### src/rtl/mult_seq_if.sv
// Operand/result handshake bundle for the sequential multiplier.
// The master side drives operands and consumes the double-width product.
interface mult_seq_if #(
  parameter int WIDTH = 64
);
  logic               in_valid;
  logic               in_ready;
  logic [WIDTH-1:0]   a;
  logic [WIDTH-1:0]   b;
  logic               a_signed;
  logic               b_signed;
  logic               flush;
  logic               out_valid;
  logic               out_ready;
  logic [2*WIDTH-1:0] product;
  logic               busy;

  modport master (
    output in_valid, a, b, a_signed, b_signed, flush, out_ready,
    input  in_ready, out_valid, product, busy
  );

  modport slave (
    input  in_valid, a, b, a_signed, b_signed, flush, out_ready,
    output in_ready, out_valid, product, busy
  );
endinterface

### src/rtl/mult_seq.sv
// Multi-cycle sign-magnitude multiplier: retires RADIX_BITS multiplier bits per
// cycle into a double-width accumulator, then applies the sign once at the end.
module mult_seq #(
  parameter int WIDTH      = 64,
  parameter int RADIX_BITS = 2
) (
  input  logic      clk,
  input  logic      rst_n,
  mult_seq_if.slave bus
);
  localparam int N  = WIDTH / RADIX_BITS;
  localparam int CW = $clog2(N + 1);
  localparam int PW = 2 * WIDTH;

  typedef enum logic [1:0] {IDLE, CALC, FIX, DONE} state_t;

  state_t           state;
  state_t           state_nxt;
  logic [PW-1:0]    acc;
  logic [PW-1:0]    a_sh;
  logic [PW-1:0]    partial;
  logic [PW-1:0]    product_q;
  logic [WIDTH-1:0] b_mag;
  logic [WIDTH-1:0] a_abs;
  logic [WIDTH-1:0] b_abs;
  logic [CW-1:0]    cnt;
  logic             neg;
  logic             a_neg;
  logic             b_neg;

  // Magnitudes of the incoming operands; -2^(WIDTH-1) maps to 2^(WIDTH-1),
  // which still fits because the result is read as unsigned.
  always_comb begin
    a_neg   = bus.a_signed & bus.a[WIDTH-1];
    b_neg   = bus.b_signed & bus.b[WIDTH-1];
    a_abs   = a_neg ? -bus.a : bus.a;
    b_abs   = b_neg ? -bus.b : bus.b;
    partial = a_sh * PW'(b_mag[RADIX_BITS-1:0]);
  end

  always_comb begin
    state_nxt     = state;
    bus.in_ready  = 1'b0;
    bus.out_valid = 1'b0;
    bus.busy      = 1'b1;
    bus.product   = product_q;
    case (state)
      IDLE: begin
        bus.in_ready = 1'b1;
        bus.busy     = 1'b0;
        if (bus.in_valid) state_nxt = CALC;
      end
      CALC: if (cnt == CW'(1)) state_nxt = FIX;
      FIX:  state_nxt = DONE;
      DONE: begin
        bus.out_valid = 1'b1;
        if (bus.out_ready) state_nxt = IDLE;
      end
      default: state_nxt = IDLE;
    endcase
    if (bus.flush) state_nxt = IDLE;
  end

  always_ff @(posedge clk or negedge rst_n) begin
    if (!rst_n) state <= IDLE;
    else        state <= state_nxt;
  end

  // The multiplicand is pre-shifted each step so every partial product lands
  // in place without a variable shifter.
  always_ff @(posedge clk or negedge rst_n) begin
    if (!rst_n) begin
      acc       <= '0;
      a_sh      <= '0;
      b_mag     <= '0;
      cnt       <= '0;
      neg       <= 1'b0;
      product_q <= '0;
    end else begin
      case (state)
        IDLE: begin
          if (bus.in_valid && !bus.flush) begin
            a_sh  <= {{WIDTH{1'b0}}, a_abs};
            b_mag <= b_abs;
            neg   <= a_neg ^ b_neg;
            acc   <= '0;
            cnt   <= CW'(N);
          end
        end
        CALC: begin
          acc   <= acc + partial;
          a_sh  <= a_sh << RADIX_BITS;
          b_mag <= b_mag >> RADIX_BITS;
          cnt   <= cnt - CW'(1);
        end
        FIX: begin
          if (!bus.flush) product_q <= neg ? -acc : acc;
        end
        default: ;
      endcase
    end
  end
endmodule

### src/flat_wrapper.sv
// flat-port wrapper written by rule: the top's interface ports become plain ports
module mult_seq_flat 
#(
  parameter int WIDTH      = 64,
  parameter int RADIX_BITS = 2
)
  (clk, rst_n, bus_in_valid, bus_a, bus_b, bus_a_signed, bus_b_signed, bus_flush, bus_out_ready, bus_in_ready, bus_out_valid, bus_product, bus_busy);
  mult_seq_if #(.WIDTH(WIDTH)) bus_i ();
  input  logic clk;
  input  logic rst_n;
  input wire logic [$bits(bus_i.in_valid)-1:0] bus_in_valid;
  input wire logic [$bits(bus_i.a)-1:0] bus_a;
  input wire logic [$bits(bus_i.b)-1:0] bus_b;
  input wire logic [$bits(bus_i.a_signed)-1:0] bus_a_signed;
  input wire logic [$bits(bus_i.b_signed)-1:0] bus_b_signed;
  input wire logic [$bits(bus_i.flush)-1:0] bus_flush;
  input wire logic [$bits(bus_i.out_ready)-1:0] bus_out_ready;
  output wire logic [$bits(bus_i.in_ready)-1:0] bus_in_ready;
  output wire logic [$bits(bus_i.out_valid)-1:0] bus_out_valid;
  output wire logic [$bits(bus_i.product)-1:0] bus_product;
  output wire logic [$bits(bus_i.busy)-1:0] bus_busy;
  assign bus_i.in_valid = bus_in_valid;
  assign bus_i.a = bus_a;
  assign bus_i.b = bus_b;
  assign bus_i.a_signed = bus_a_signed;
  assign bus_i.b_signed = bus_b_signed;
  assign bus_i.flush = bus_flush;
  assign bus_i.out_ready = bus_out_ready;
  assign bus_in_ready = bus_i.in_ready;
  assign bus_out_valid = bus_i.out_valid;
  assign bus_product = bus_i.product;
  assign bus_busy = bus_i.busy;
  mult_seq #(.WIDTH(WIDTH), .RADIX_BITS(RADIX_BITS)) u_core (.clk(clk), .rst_n(rst_n), .bus(bus_i));
endmodule
### config.mk
export PLATFORM = sky130hd
export DESIGN_NAME = mult_seq_flat
export DESIGN_NICKNAME = d
export VERILOG_FILES = /design/src/rtl/mult_seq_if.sv /design/src/rtl/mult_seq.sv /design/src/flat_wrapper.sv
export SDC_FILE = /design/constraint.sdc
export NUM_CORES = 2
export LEC_CHECK = 0
export ABC_CLOCK_PERIOD_IN_PS = 5520
export BUFFER_PORTS_ARGS = -buffer_cell sky130_fd_sc_hd__buf_2
export CAP_MARGIN = 0
export CORE_ASPECT_RATIO = 0.8
export CORE_MARGIN = 1.5
export CORE_UTILIZATION = 50
export CTS_CLUSTER_DIAMETER = 200
export DETAILED_ROUTE_END_ITERATION = 8
export PLACE_DENSITY = 0.68
export SLEW_MARGIN = 10
export SYNTH_ARGS = -nofsm -noshare
export SYNTH_HDL_FRONTEND = slang
export SYNTH_SLANG_ARGS = --single-unit
### constraint.sdc
create_clock -name clk -period 5.52 [get_ports clk]
set_input_delay 1.38 -clock clk [delete_from_list [all_inputs] [get_ports clk]]
set_output_delay 1.38 -clock clk [all_outputs]
set_load 0.05 [all_outputs]
# Yosys cells after proc, flatten, opt, wreduce, memory -nomap -nowiden

Index checks and enable logic that the tools add are counted.

Flip-flop bits (word level): 457
Output and inout bits: 131
Logic and storage cells: 52

Add/subtract/negate cells: 5
Multiply operators: 1
Eq/ne operators: 8
Muxes and demuxes: 19
Bitwise operators: 4
Reductions and logical operators: 8

Operator list:

| kind                                                                     | number |
|---|---|
| 128-bit one-hot mux with 2 select lines                                  | 2 |
| 128-bit two-way mux                                                      | 3 |
| 64-bit two-way mux                                                       | 3 |
| 128-bit adder                                                            | 1 |
| 128-bit by 2-bit multiplier with 128-bit output                          | 1 |
| 128-bit negator                                                          | 1 |
| 64-bit negator                                                           | 2 |
| 64-bit one-hot mux with 2 select lines                                   | 1 |
| 6-bit one-hot mux with 2 select lines                                    | 1 |
| 2-bit two-way mux                                                        | 4 |
| 2-bit one-hot mux with 4 select lines                                    | 1 |
| 6-bit by 1-bit == test with 1-bit output (second input constant)         | 1 |
| 6-bit two-way mux                                                        | 1 |
| 3-bit inequality test (second input constant)                            | 2 |
| 2-bit AND reduction                                                      | 3 |
| 6-bit by 1-bit subtractor with 6-bit output (second input constant)      | 1 |
| 2-bit == test (second input constant)                                    | 2 |
| 1-bit two-way mux                                                        | 3 |
| 3-bit by 2-bit inequality test with 1-bit output (second input constant) | 1 |
| 3-bit AND reduction                                                      | 1 |
| 1-bit AND                                                                | 2 |
| 2-bit by 1-bit == test with 1-bit output (second input constant)         | 1 |
| 2-bit logical NOT                                                        | 1 |
| 2-bit by 1-bit inequality test with 1-bit output (second input constant) | 1 |
| 5 further kinds                                                          | 5 |

# Depth between registers and ports, before layout

Word-level depth: 4
Mapped depth: 20
Depth with buffers taken out: 17

# Worst setup path before layout

OpenSTA, ideal clock, no wires.

Path kind: reg2reg
Start: reg u_core.b_mag[1]
End: reg u_core.acc[127]
Data arrival time: 4.527 ns
Required time: 5.449 ns
Setup slack: 0.922 ns
Stages on the path, launching flop included: 19
Cell sequence: dfrtp_1 -> clkbuf_1 -> clkbuf_1 -> nand2_1 -> fa_1 -> inv_1 -> ha_1 -> and2_1 -> nand3_1 -> or3_1 -> o31ai_1 -> a21oi_1 -> o32ai_1 -> o2111a_1 -> o21a_1 -> o21ai_1 -> a31oi_1 -> mux4_2 -> nand4_1

Longest elaborated chain between the ends: 3

RTL lines:

| item                                            | line           | source |
|---|---|---|
| start, declared                                 | mult_seq.sv:23 | `logic [WIDTH-1:0] b_mag;` |
| start signal, assigned                          | mult_seq.sv:84 | `b_mag <= b_abs;` |
| start signal, assigned                          | mult_seq.sv:93 | `b_mag <= b_mag >> RADIX_BITS;` |
| 128-bit by 2-bit multiplier with 128-bit output | mult_seq.sv:38 | `partial = a_sh * PW'(b_mag[RADIX_BITS-1:0]);` |
| 128-bit adder                                   | mult_seq.sv:91 | `acc <= acc + partial;` |
| 128-bit one-hot mux with 2 select lines         | mult_seq.sv:80 | `case (state)` |
| end signal, assigned                            | mult_seq.sv:91 |  |
| end, declared                                   | mult_seq.sv:19 | `logic [PW-1:0] acc;` |

Every way passes these cells.
A chain may end at the register's enable or synchronous reset.

# Worst setup path after layout

Start: reg u_core.b_mag[1]
End: reg u_core.acc[125]

Same word-level chain as after synthesis.

==> results_dict.tcl <==
set metrics [dict create \
    status "finished clean" \
    critPathKind "flop to flop" \
    grt_max_degree 184 \
    setup_viol 0 \
    die_y_um 243.4 \
    dp.cells 5682 \
    reg2reg_from "u_core.b_mag[1]" \
    routed_wl_um 110400 \
    synth.avg_cell_area_sq_um 7.722 \
    r2r-end "u_core.acc[125]" \
    yosysUniqueCellTypes 76 \
    hold_class "flop to flop" \
    synth-edff-count 0 \
    final_nets 5200 \
    drtAntennaViolNets 0 \
    cpPeakStageDelay_ns 0.62 \
    ys_seq_elements 457 \
    rr_worst_depth 17 \
    crit_chain "buf_6, nand2_1, fa_1, inv_1, ha_1, a21oi_1, o21ai_0, a21oi_1, o31a_1, nor2b_1, o32ai_1, nor2_1, o21ai_1, a21oi_1, o41ai_1, xnor2_1, o22ai_1" \
    overflow 0 \
    worstSetupEndpointType "flop" \
    drtIter0Drc 3371 \
    fin_util_pct 56.54 \
    htreeDepth 2 \
    core_region_area_sq_um 70970 \
    synthFlopType "dfrtp_1" \
    pin_count 266 \
    final_cells 5788 \
    root_buffer "clkbuf_16" \
    synth_cells 4676 \
    wl_per_cell_um 19.08 \
    vdd_drop_max_mv 0.5370 \
    crit_top_cell "a21oi_1" \
    cts_buffers 50 \
    std_cell_rows 87 \
    num-fill-cells 6792 \
    arrival_ns 5.63 \
    io_buffer_count 265 \
    synth_largest_area_cell "dfrtp_1" \
    synth_top_area_share_pct 31.67 \
    path_max_fanout 17 \
    ys_async_sr_fraction_pct 100.0 \
    dp_hpwl_um 84940 \
    hold_end "u_core.bus.product[47]" \
    start_util_pct 50.88 \
    clk_path_buf_depth 3 \
    netlist_area_sq_um 36110 \
    cp-start-kind "flop" \
    grt_usage_pct 29.87 \
    clk_latency_ns 0.62 \
    hold_viol 0 \
    synth.top_cells.by_area "dfrtp_1, nand2_1, fa_1" \
    worstHoldStart "u_core.bus.product[47]" \
    cap_violations 0 \
    numClockSinks 457 \
    ys_warn_count 0 \
    seq_area_frac_synth_pct 31.67 \
    holdPathStages 2 \
    dr.pass1.iters 6 \
    drc 0 \
    crit_required_ns 5.97 \
    syn_nets 5074 \
    cts_tree "yes" \
    area_growth_pct 11.13 \
    tightest_slew_ns 1.175 \
    via_per_inst 5.779 \
    clk_pin_slew_worst_paths_ns 0.06 \
    skew_ns 0.02909 \
    p_per_area_nw_per_um2 563.7 \
    yosysMostFrequentCell "nand2_1" \
    grt_pass1_wl_um 176900 \
    drive_gt1_share_pct 9.403 \
    ff2ff_setup_slack_ns 0.34 \
    slew_viol_final 0 \
    cp_slowest_cell "dfrtp_4" \
    min_period_ns 5.178 \
    leakagePower_nw 18.74 \
    ctsHoldBuffers 0 \
    die-width_um 303.5 \
    relSlewSlack_pct 21.68 \
    grt_pass1_vias 31350 \
    antenna_found_initial 22 \
    vias 33450 \
    place_congestion 1.044 \
    dieArea_sq_um 73850 \
    fmax_ghz 0.1931 \
    min_period_over_period_pct 93.80 \
    yosys-top-cells-count "nand2_1, o21ai_0, dfrtp_1" \
]
-- power by group --
part / total [W] / switching, W / leakage [nW] / internal (W)
sequential: 0.00528 / 0.000884 / 5.98 / 0.00439
combinational: 0.0138 / 0.00941 / 11.9 / 0.00439
clock: 0.00355 / 0.00147 / 0.828 / 0.00207
-- worst max path at each step --
stage | slack (ns) | cells past startpoint | to | startpoint
final | 0.34 | 17 | u_core.acc[125] | u_core.b_mag[1]
after global routing | -0.003 | 18 | u_core.acc[120] | u_core.b_mag[1]
after CTS | 0.12 | 18 | u_core.acc[124] | u_core.b_mag[0]
after detailed placement | 0.16 | 18 | u_core.acc[124] | u_core.b_mag[0]
after global placement | 0.10 | 16 | u_core.acc[124] | u_core.b_mag[0]
after floorplan | 0.92 | 18 | u_core.acc[127] | u_core.b_mag[1]
-- registers in the layout, indices dropped and copies added (netlist names) --
signal,cells
u_core.a_sh,128
u_core.b_mag,64
u_core.acc,128
u_core.bus.product,128
u_core.cnt,6
u_core.state,2
u_core.neg,1
-- cell type report --
type	instances	area (sq um)	area share (%)
multi-input cells	3521	22110	55.10
flip-flops and latches	457	11450	28.53
repair buffers	331	2006	4.998
inverters	441	1655	4.125
clock buffers	70	1416	3.530
well taps	934	1169	2.912
clock inverters	19	286.5	0.7141
diodes	15	37.54	0.09355
-- metal layers --
metal  vias to the layer above  global-route usage [%]  part of all wire, %
met3                       140                   7.063                  9.2
met5                         -                       0                0.083
met1                     15960                   47.18                   49
met4                        14                   6.203                  1.9
li1                      16100                       -                    -
met2                      1228                   40.74                   40
-- worst max-delay path: cells and delay by family (launching register included) --
family	cells	cell delay, ns
AOI/OAI and AO/OA	9	2.57
adders and majority gates	2	0.91
DFF	1	0.62
and+or+nand+nor	3	0.46
buffers and inverters	2	0.28
xor gates and xnor gates	1	0.17
-- stage by stage --
step                      power, W  hold slack (ns)  setup slack [ns]   TNS [ns]  cell area, sq um
after global placement     0.01871           0.4553            0.1018          0             38350
final                      0.02262           0.4711            0.3421          0             40130
after floorplan            0.01495           0.4391            0.9219          0             36110
after CTS                  0.02244           0.4779            0.1174          0             40060
after global routing       0.02434           0.4954         -0.002935  -0.002935             40110
after detailed placement   0.01882           0.4642            0.1588          0             38350
-- cell families after synthesis --
family                   share of synthesized area [%]
multiplexers                                    0.2564
flip-flops                                       31.67
AO/OA/AOI/OAI                                    20.02
AND/OR/NAND/NOR                                  20.03
XOR/XNOR                                         8.999
adder cells (fa/ha/maj)                          11.75
buffers and inverters                            7.263
-- repair_timing --
item,in CTS,in global routing
gates resized for setup,0,2
setup endpoints to repair,0,7
setup buffers,0,2
-- placed cells by master, fill, tap and decap left out, types with 117 or more instances in the layout --
cell | synthesis | layout
a21oi_1 | 307 | 307
buf_2 | 2 | 264
dfrtp_1 | 457 | 454
fa_1 | 127 | 127
ha_1 | 136 | 135
inv_1 | 441 | 440
nand2_1 | 874 | 873
nor2_1 | 307 | 306
o21ai_0 | 460 | 460
o22ai_1 | 117 | 117
xnor2_1 | 251 | 251
xor2_1 | 120 | 120
Power figures use the tool's default switching activity.
